$ cat src/rtl/cache_control_if.sv
// CPU / physical-memory / datapath-control signal bundle for cache_control.
// slave is the controller side; master is the side driving requests and responses.
interface cache_control_if;
  logic mem_read;
  logic mem_write;
  logic mem_resp;
  logic hit;
  logic dirty;
  logic pmem_read;
  logic pmem_write;
  logic pmem_resp;
  logic load_data;
  logic load_tag;
  logic load_valid;
  logic load_dirty;
  logic dirty_in;
  logic data_sel;
  logic addr_sel;

  modport slave (
    input  mem_read, mem_write, hit, dirty, pmem_resp,
    output mem_resp, pmem_read, pmem_write, load_data, load_tag,
           load_valid, load_dirty, dirty_in, data_sel, addr_sel
  );

  modport master (
    output mem_read, mem_write, hit, dirty, pmem_resp,
    input  mem_resp, pmem_read, pmem_write, load_data, load_tag,
           load_valid, load_dirty, dirty_in, data_sel, addr_sel
  );
endinterface

$ cat src/rtl/cache_control.sv
// Write-back cache controller FSM (IDLE / WRITEBACK / ALLOCATE).
// Optional saturating hit/miss counters under `define CACHE_CONTROL_PERF_CNT_EN.
module cache_control #(
  parameter int CNT_WIDTH = 16
) (
  input  logic                 clk,
  input  logic                 rst_n,
  cache_control_if.slave       bus
`ifdef CACHE_CONTROL_PERF_CNT_EN
  ,
  output logic [CNT_WIDTH-1:0] hit_count,
  output logic [CNT_WIDTH-1:0] miss_count
`endif
);

  typedef enum logic [1:0] {
    IDLE      = 2'd0,
    WRITEBACK = 2'd1,
    ALLOCATE  = 2'd2
  } state_t;

  state_t state_q, state_d;

  logic req;
  logic mem_resp_d, pmem_read_d, pmem_write_d;
  logic load_data_d, load_tag_d, load_valid_d, load_dirty_d;
  logic dirty_in_d, data_sel_d, addr_sel_d;

  // A simultaneous read+write is a write, so mem_write alone selects the write path.
  assign req = bus.mem_read | bus.mem_write;

  always_ff @(posedge clk or negedge rst_n) begin
    if (!rst_n) state_q <= IDLE;
    else        state_q <= state_d;
  end

  always_comb begin
    state_d      = state_q;
    mem_resp_d   = 1'b0;
    pmem_read_d  = 1'b0;
    pmem_write_d = 1'b0;
    load_data_d  = 1'b0;
    load_tag_d   = 1'b0;
    load_valid_d = 1'b0;
    load_dirty_d = 1'b0;
    dirty_in_d   = 1'b0;
    data_sel_d   = 1'b0;
    addr_sel_d   = 1'b0;
    // Outputs are gated by rst_n so strobes drop asynchronously, even mid-transaction.
    if (rst_n) begin
      unique case (state_q)
        IDLE: begin
          if (req) begin
            if (bus.hit) begin
              mem_resp_d = 1'b1;
              if (bus.mem_write) begin
                load_data_d  = 1'b1;
                load_dirty_d = 1'b1;
                dirty_in_d   = 1'b1;
              end
            end else begin
              state_d = bus.dirty ? WRITEBACK : ALLOCATE;
            end
          end
        end
        WRITEBACK: begin
          pmem_write_d = 1'b1;
          addr_sel_d   = 1'b1;
          if (bus.pmem_resp) state_d = ALLOCATE;
        end
        ALLOCATE: begin
          pmem_read_d = 1'b1;
          if (bus.pmem_resp) begin
            load_data_d  = 1'b1;
            data_sel_d   = 1'b1;
            load_tag_d   = 1'b1;
            load_valid_d = 1'b1;
            load_dirty_d = 1'b1;
            state_d      = IDLE;
          end
        end
        default: state_d = IDLE;
      endcase
    end
  end

  assign bus.mem_resp   = mem_resp_d;
  assign bus.pmem_read  = pmem_read_d;
  assign bus.pmem_write = pmem_write_d;
  assign bus.load_data  = load_data_d;
  assign bus.load_tag   = load_tag_d;
  assign bus.load_valid = load_valid_d;
  assign bus.load_dirty = load_dirty_d;
  assign bus.dirty_in   = dirty_in_d;
  assign bus.data_sel   = data_sel_d;
  assign bus.addr_sel   = addr_sel_d;

`ifdef CACHE_CONTROL_PERF_CNT_EN
  logic [CNT_WIDTH-1:0] hit_cnt_q, hit_cnt_d;
  logic [CNT_WIDTH-1:0] miss_cnt_q, miss_cnt_d;

  function automatic logic [CNT_WIDTH-1:0] sat_inc(input logic [CNT_WIDTH-1:0] v);
    return (&v) ? v : v + CNT_WIDTH'(1);
  endfunction

  // Each IDLE request cycle is classified once; a retry hit after allocate counts as a hit.
  always_comb begin
    hit_cnt_d  = hit_cnt_q;
    miss_cnt_d = miss_cnt_q;
    if (state_q == IDLE && req) begin
      if (bus.hit) hit_cnt_d  = sat_inc(hit_cnt_q);
      else         miss_cnt_d = sat_inc(miss_cnt_q);
    end
  end

  always_ff @(posedge clk or negedge rst_n) begin
    if (!rst_n) begin
      hit_cnt_q  <= '0;
      miss_cnt_q <= '0;
    end else begin
      hit_cnt_q  <= hit_cnt_d;
      miss_cnt_q <= miss_cnt_d;
    end
  end

  assign hit_count  = hit_cnt_q;
  assign miss_count = miss_cnt_q;
`endif

endmodule

$ cat src/flat_wrapper.sv
// flat-port wrapper written by rule: the top's interface ports become plain ports
module cache_control_flat 
#(
  parameter int CNT_WIDTH = 16
)
  (clk, rst_n, bus_mem_read, bus_mem_write, bus_hit, bus_dirty, bus_pmem_resp, bus_mem_resp, bus_pmem_read, bus_pmem_write, bus_load_data, bus_load_tag, bus_load_valid, bus_load_dirty, bus_dirty_in, bus_data_sel, bus_addr_sel);
  cache_control_if bus_i ();
  input  logic clk;
  input  logic rst_n;
  input wire logic [$bits(bus_i.mem_read)-1:0] bus_mem_read;
  input wire logic [$bits(bus_i.mem_write)-1:0] bus_mem_write;
  input wire logic [$bits(bus_i.hit)-1:0] bus_hit;
  input wire logic [$bits(bus_i.dirty)-1:0] bus_dirty;
  input wire logic [$bits(bus_i.pmem_resp)-1:0] bus_pmem_resp;
  output wire logic [$bits(bus_i.mem_resp)-1:0] bus_mem_resp;
  output wire logic [$bits(bus_i.pmem_read)-1:0] bus_pmem_read;
  output wire logic [$bits(bus_i.pmem_write)-1:0] bus_pmem_write;
  output wire logic [$bits(bus_i.load_data)-1:0] bus_load_data;
  output wire logic [$bits(bus_i.load_tag)-1:0] bus_load_tag;
  output wire logic [$bits(bus_i.load_valid)-1:0] bus_load_valid;
  output wire logic [$bits(bus_i.load_dirty)-1:0] bus_load_dirty;
  output wire logic [$bits(bus_i.dirty_in)-1:0] bus_dirty_in;
  output wire logic [$bits(bus_i.data_sel)-1:0] bus_data_sel;
  output wire logic [$bits(bus_i.addr_sel)-1:0] bus_addr_sel;
  assign bus_i.mem_read = bus_mem_read;
  assign bus_i.mem_write = bus_mem_write;
  assign bus_i.hit = bus_hit;
  assign bus_i.dirty = bus_dirty;
  assign bus_i.pmem_resp = bus_pmem_resp;
  assign bus_mem_resp = bus_i.mem_resp;
  assign bus_pmem_read = bus_i.pmem_read;
  assign bus_pmem_write = bus_i.pmem_write;
  assign bus_load_data = bus_i.load_data;
  assign bus_load_tag = bus_i.load_tag;
  assign bus_load_valid = bus_i.load_valid;
  assign bus_load_dirty = bus_i.load_dirty;
  assign bus_dirty_in = bus_i.dirty_in;
  assign bus_data_sel = bus_i.data_sel;
  assign bus_addr_sel = bus_i.addr_sel;
  cache_control #(.CNT_WIDTH(CNT_WIDTH)) u_core (.clk(clk), .rst_n(rst_n), .bus(bus_i));
endmodule
$ cat config.mk
export PLATFORM = sky130hd
export DESIGN_NAME = cache_control_flat
export DESIGN_NICKNAME = d
export VERILOG_FILES = /design/src/rtl/cache_control_if.sv /design/src/rtl/cache_control.sv /design/src/flat_wrapper.sv
export SDC_FILE = /design/constraint.sdc
export NUM_CORES = 1
export LEC_CHECK = 0
export ABC_AREA = 1
export CORE_AREA = 4 4 41 43
export DETAILED_ROUTE_END_ITERATION = 10
export DIE_AREA = 0 0 45 47
export DONT_BUFFER_PORTS = 1
export PLACE_DENSITY = 0.3
export RECOVER_POWER = 100
export SETUP_SLACK_MARGIN = 0.02
export SYNTH_ARGS = -nofsm -noshare
export SYNTH_HDL_FRONTEND = slang
export SYNTH_SLANG_ARGS = --single-unit
export TNS_END_PERCENT = 10
$ cat constraint.sdc
create_clock -name clk -period 1.15 [get_ports clk]
set_input_delay 0.0575 -clock clk [delete_from_list [all_inputs] [get_ports clk]]
set_output_delay 0.0575 -clock clk [all_outputs]
set_load 0.01 [all_outputs]
* Yosys cells after proc, flatten, opt, wreduce, memory -nomap -nowiden
Index checks and enable logic that the tools add are counted.
Storage, ports and cells: input bits 7, flip-flop bits (word level) 2, word-level logic and storage cells 34, output and inout port bits 10
Operators by class: equality and inequality tests 6, mux-type cells 24, reduce and logical (&&, ||, !) cells 2, bitwise logic cells 1
Operators by type and width (count):
- $mux W1 | 17
- $mux W2 | 5
- $ne A2 B2 Y1 const B | 3
- $pmux W2 S3 | 1
- $reduce_and A5 Y1 | 1
- $eq A2 B1 Y1 const B | 1
- $eq A2 B2 Y1 const B | 1
- $logic_not A2 Y1 | 1
- $ne A2 B1 Y1 const B | 1
- $pmux W1 S2 | 1
- $or A1 B1 Y1 | 1

* Depth between registers and ports, before layout
Gate-level depths: netlist of the first run.
depth after elaboration 5, mapped depth 7

* Least setup slack after synthesis of the first run
No wires, ideal clock.
path type register to output, from register u_core.state_q[1], to output port bus_load_dirty, buffers on the path 1, arrival 1.196 ns, cell stages (with the launch flop) 5, setup slack -0.103 ns, data required time 1.092 ns, cells stage by stage dfrtp_1 > nor2_1 > nand3_1 > a21oi_1 > buf_4
Between the ends: word-level cells in the longest chain between the ends 3, elaborated cells between the ends (all ways) 4
Ends and longest elaborated chain:
- start: declaration | line cache_control.sv:22 | state_t state_q, state_d;
- start signal: assignment | line cache_control.sv:34 | else state_q <= state_d;
- $eq A2 B2 Y1 or $logic_not A2 Y1 (tied branches)
- $pmux W1 S2 *
- $mux W1 *
- end: declaration | line flat_wrapper.sv:21 | output wire logic [$bits(bus_i.load_dirty)-1:0] bus_load_dirty;
Every way passes the cells marked *; elsewhere a longest branch is shown, timed or not.

* Final worst setup path of the first run
from register u_core.state_q[0], to output port bus_load_data
Between the ends: word-level cells in the longest chain between the ends 3, elaborated cells between the ends (all ways) 4
Ends and longest elaborated chain:
- $eq A2 B2 Y1 or $logic_not A2 Y1 (tied branches) | line cache_control.sv:51 | unique case (state_q)
- $pmux W1 S2 * | line cache_control.sv:51
- $mux W1 * | line cache_control.sv:50 | if (rst_n) begin
- end: declaration | line flat_wrapper.sv:18 | output wire logic [$bits(bus_i.load_data)-1:0] bus_load_data;
Marks and branches as above.

==> results of run 1 <==
cell usage after synthesis, drive strengths merged:
| cell | n |
|---|---|
| a21oi | 3 |
| buf | 4 |
| dfrtp | 2 |
| inv | 4 |
| nand2 | 9 |
| nand3 | 4 |
| nand4 | 2 |
| nor2 | 7 |
| nor3b | 1 |
| o21ai | 1 |
logic make-up (layout without fill, tap and decap cells):
family | count (synthesis) | after routing | synth area share, %
and+or+nand+nor | 23 | 23 | 46.3
buffers and inverters | 8 | 14 | 20.3
AOI/OAI and AO/OA | 4 | 4 | 10.7
DFF | 2 | 2 | 22.6
routing by layer:
layer  vias to the layer above  track usage [%]  routed length, um
met1                       111             7.74                244
met3                         0             4.21                 74
li1                        132                -                  -
met5                         -                0                  0
met4                         0             5.26                  0
met2                        10             8.76                291
placed cells by master (no fill, tap or decap), drive strengths merged:
cell         count
buf              6
nor2             7
clkbuf           3
inv              4
o21ai            1
nand4            2
nand2            9
a21oi            3
nor3b            1
dfrtp            2
nand3            4
dlygate4sd3      1
power by group through the flow:
stage	clock network, mW	registers (mW)	logic [mW]
after floorplan	0	0.150	0.301
after global placement	0	0.161	0.329
after detailed placement	0	0.159	0.323
after CTS	0.164	0.170	0.515
after global routing	0.174	0.183	0.588
final	0.153	0.174	0.522
what timing repair did:
action | CTS | global route
hold buffers | 1 | 0
pin swaps | 3 | 1
buffers inserted | 4 | 0
cloned | 0 | 0
endpoints found under the hold margin | 4 | 0
resized for setup | 10 | 3
setup endpoints to repair | 7 | 12
cell type report:
type	instances	area [sq um]
well taps	15	18.8
repair buffers	7	58.8
clock buffers	3	22.5
multi-input cells	27	173
fillers	155	961
flip-flops and latches	2	52.6
inverters	4	15.0
path summary, 6_finish.rpt:
| kind | slack [ps] | cells past startpoint | end | from |
|---|---|---|---|---|
| min in group asynchronous | 100 | 1 | u_core.state_q[0]$_DFFE_PN0P_ | rst_n |
| min | 20 | 3 | u_core.state_q[0]$_DFFE_PN0P_ | rst_n |
| min reg2reg | 550 | 2 | u_core.state_q[0]$_DFFE_PN0P_ | u_core.state_q[0]$_DFFE_PN0P_ |
| max reg2reg | 40 | 6 | u_core.state_q[0]$_DFFE_PN0P_ | u_core.state_q[0]$_DFFE_PN0P_ |
| max in group asynchronous | 880 | 1 | u_core.state_q[1]$_DFFE_PN0P_ | rst_n |
| max | -20 | 3 | bus_load_data | u_core.state_q[0]$_DFFE_PN0P_ |
worst max-delay path, stage by stage (launching register included):
cell,delay (ps)
dfrtp_2,430
nor2_4,150
nand3_4,100
a21oi_4,210
stage by stage:
| stage | setup TNS (ps) | cell area (sq um) | power (mW) |
|---|---|---|---|
| after detailed placement | 0 | 231 | 0.483 |
| final | -46.7 | 340 | 0.849 |
| after global routing | -602 | 340 | 0.946 |
| after floorplan | 0 | 228 | 0.451 |
| after global placement | 0 | 231 | 0.490 |
| after CTS | -265 | 334 | 0.849 |
==> run summary, run 1 <==
Critical path startpoint category = flip-flop
Critical path required time = 1090 ps
Syn Nets = 44
Failing checks = setup timing
Clk pwr share = 18.1%
Most flops, register = u_core.state_q
CTS tree = built
DIE AREA = 2120 sq um
Fin. Hold Viols = 0
Ys Warns = 0
Initial Util = 17.0%
Worst skew pair latency = 220 ps
Max Slew Vio Count = 0
Final setup violation count = 2
Syn avg cell area = 5.99 sq um
Worst slew pin tran = 256 ps
Kind of critical path = flip-flop to primary output
Worst-path clk slew = 30 ps
Int Pwr = 0.472 mW
Clk_skew = 1.62 ps
Fmax = 0.852 GHz
Post-route ant nets = 0
Final worst slack = -23.4 ps
Crit path DAT = 1120 ps
DR WL/cell = 10.5 um
Num CTS Buffers = 3
Part of the cycle the worst path needs = 102%
Via/cell ratio = 4.36
Worst Setup End Kind = primary output
Share of the synthesized area in the top cell type = 22.6%
Die Height = 47 um
Core Footprint = 1300 sq um
Tot GR Track Use = 6.72%
First-pass GRT wire length = 972 um
Register area share after synthesis = 22.6%
N_diodes = 0
Yosys cell types = 11
Clock root buffer = clkbuf_4
Total routed wirelength = 610 um
Sw Pwr = 0.377 mW
Die Width = 45 um
Pin count of the biggest net entering global routing = 7
RSZ-0062 raised after global routing = yes
Sw frac = 44.4%
Layout Nets = 52
Drt first pass iters = 3
Maxcap violations = 0
Status = complete, but fails checks
Layout area overhead = 53.7%
Initial antenna violation count = 0
Total gr overflow = 0
#FFs+latches synth = 2
Layout cells sized above 1 = 51.2%
Cells after synthesis = 37
Cell taking the most area after synthesis = dfrtp_1
Biggest regs = u_core.state_q (2)
DP Wirelength = 466 um
Pre-CTS setup slack = 40.2 ps
I/O Pins = 17
Iteration-0 DRC Markers = 5
Vias = 253
Critical path peak fanout = 4
Final Util = 26.2%
Maximum vdd drop = 0.904 mV
DRC violations left = 0
Max FFs per register = 2
Vias in the first global route = 243
Combinational power share = 61.5%
Flop pwr share = 20.4%
Cells taking the most area after synthesis = dfrtp_1, buf_4, nand2_1
Row cnt = 13
Final worst path period need = 1170 ps
Placed cell count = 50
Final Non-Filler Cells = 58
Static Leak = 0.152 nW
Routability cong. = 0.717
Clock buffer depth = 2
Max H-tree Level = 1
Hold WC Path Type = primary input to flip-flop
Pwr/cell area = 2490 nW/um^2
Clock Sinks = 2
Final hold slack = 16.3 ps
Synth Cell Area = 221 sq um
Slew HR = 82.9%
Port bufs = 0
(Power assumes the default switching activity.)
==> run 2: changes to the inputs <==
- CELL_PAD_IN_SITES_DETAIL_PLACEMENT: unset -> 1
- CELL_PAD_IN_SITES_GLOBAL_PLACEMENT: unset -> 2
- HOLD_SLACK_MARGIN: unset -> 0.15
- PLACE_DENSITY: 0.3 -> 0.5
==> run 2 against run 1 <==
  * The flow still finishes with violations (setup timing)
  * Critical path depth unchanged
  * First-iteration DRC count decreased by 20%
  * Sequential share of layout area decreased by 2.2 points
  * Die area unchanged
  * Power increased by 10%
  * Via count increased by 15%
  * Combinational power increased by 16%
  * Non-clock buffer count increased by 4
  * Setup slack improved by 6.9 ps
  * Clock skew increased by 0.68 ps
  * Sequential power increased by 3%
  * Register-to-register slack got worse by 40 ps
  * Highest routed layer unchanged
==> run summary, run 2 (synthesis results as in run 1) <==
Status = complete, but fails checks
Failing checks = setup timing
Final Non-Filler Cells = 62 (+6.9%)
Die Height = 47 um (unchanged)
Critical path startpoint category = flip-flop
Worst-path clk slew = 30 ps (about the same)
Largest stage delay, worst path = 430 ps (about the same)
Layout Nets = 56 (+7.7%)
Final Util = 30.6% (+4.4 points)
Kind of critical path = flip-flop to primary output
Static Leak = 0.172 nW (+13%)
Worst setup path start = u_core.state_q[0]$_DFFE_PN0P_
Clk_skew = 2.30 ps (+0.682 ps)
Reg2Reg Depth = 7 (+1)
Internal reg-to-reg setup slack = 0 ps (-40 ps)
Max H-tree Level = 1 (unchanged)
Via/cell ratio = 4.68 (+7.2%)
Vias in the first global route = 323 (+33%)
Layout cells sized above 1 = 48.9% (-2.2 points)
Clock root buffer = clkbuf_4
Critical path peak fanout = 4 (unchanged)
Design Power = 0.938 mW (+10%)
Initial antenna violation count = 0 (unchanged)
Worst reg2reg startpoint = u_core.state_q[0]$_DFFE_PN0P_
Final hold slack = 210 ps (+194 ps)
Most flops, register = u_core.state_q
Most frequent cells in the layout = nand2_1, dlygate4sd3_1, buf_4
Final setup violation count = 7 (+5)
Port bufs = 0 (unchanged)
Critical path's top delay family = flip-flops
Critical path required time = 1090 ps (about the same)
Maxcap violations = 0 (unchanged)
Worst skew pair latency = 220 ps (about the same)
Core Footprint = 1300 sq um (unchanged)
Pin count of the biggest net entering global routing = 7 (unchanged)
Critical Path, Cell by Cell = nor2_4 > nand3_4 > a21oi_4
Max FFs per register = 2 (unchanged)
Clock Sinks = 2 (unchanged)
Pre-CTS setup slack = 57.4 ps (+17.2 ps)
DP Wirelength = 548 um (+18%)
Routability cong. = 0.766 (+6.8%)
DR WL/cell = 13.2 um (+25%)
Slew HR = 76.4% (-6.5 points)
DIE AREA = 2120 sq um (unchanged)
First-pass GRT wire length = 1.34 mm (+38%)
CP Capture Point = bus_load_dirty
CTS tree = built
Vias = 290 (+15%)
Die Width = 45 um (unchanged)
Crit path DAT = 1110 ps (about the same)
Biggest regs = u_core.state_q (2)
Num CTS Buffers = 3 (unchanged)
Post-route ant nets = 0 (unchanged)
Clock buffer depth = 2 (unchanged)
DRC violations left = 0 (unchanged)
Part of the cycle the worst path needs = 101% (-0.60 points)
Total routed wirelength = 816 um (+34%)
Initial Util = 17.0% (unchanged)
Placed Instance Area = 239 sq um (+3.2%)
I/O Pins = 17 (unchanged)
Total gr overflow = 0 (unchanged)
Tot GR Track Use = 9.17% (+2.5 points)
FF-to-FF End = u_core.state_q[0]$_DFFE_PN0P_
Fmax = 0.857 GHz (+0.59%)
Iteration-0 DRC Markers = 4 (-1)
Maximum vdd drop = 1.01 mV (+12%)
RSZ-0062 raised after global routing = yes
Max Slew Vio Count = 0 (unchanged)
Row cnt = 13 (unchanged)
Placed cell count = 51 (+2.0%)
Final worst slack = -16.5 ps (+6.85 ps)
Worst slew pin tran = 352 ps (+96.7 ps)
Commonest non-fill, non-tap cell in the layout = nand2_1
Hold WC Path Type = primary input to primary output
Critical path depth = 3 (unchanged)
Bufs and invs on worst path = 0 (unchanged)
N_diodes = 0 (unchanged)
Layout area overhead = 79.7%
Final instance area = 398 sq um (+17%)
Worst Setup End Kind = primary output
Fin. Hold Viols = 0 (unchanged)
Pwr/cell area = 2360 nW/um^2 (-5.5%)
Setup TNS = -66.9 ps (-20.2 ps)
Slowest cell on crit path = dfrtp_2
Drt first pass iters = 2 (-1)
Final worst path period need = 1170 ps (-6.85 ps)
-- run 2: layer usage --
| metal | vias to the layer above | wire, um | track usage (%) |
|---|---|---|---|
| met5 | - | 0 | 0 |
| met4 | 0 | 0 | 7.02 |
| met3 | 0 | 65 | 3.07 |
| met2 | 9 | 434 | 15.8 |
| met1 | 142 | 316 | 9.11 |
| li1 | 139 | - | - |
-- run 2: what timing repair did --
item	CTS	global route
setup endpoints to repair	8	12
pin swaps	3	2
hold buffers	5	0
buffers inserted	3	0
gates resized for setup	13	3
hold endpoints to repair	4	0
-- run 2: worst min path at each step --
stage | startpoint | to | slack, ps | depth (start not counted)
2_1_floorplan | rst_n | u_core.state_q[0]$_DFFE_PN0P_ | -240 | 0
3_3_place_gp | rst_n | u_core.state_q[0]$_DFFE_PN0P_ | -240 | 0
3_5_place_dp | rst_n | u_core.state_q[1]$_DFFE_PN0P_ | -240 | 0
4_1_cts | bus_hit | bus_mem_resp | 210 | 2
5_1_grt | bus_hit | bus_mem_resp | 220 | 2
6_report | bus_hit | bus_mem_resp | 210 | 2
-- run 2: cell type report --
class                      instances  area, sq um
clock buffer                       3         22.5
fill                             169          903
inverter                           4         15.0
multi-input combinational         27          190
sequential                         2         52.6
tap                               15         18.8
timing repair buffer              11         98.8
-- run 2: power breakdown --
part / switching [mW] / internal (mW)
Combinational: 0.329 / 0.276
Clock: 0.0374 / 0.115
Sequential: 0.0681 / 0.112
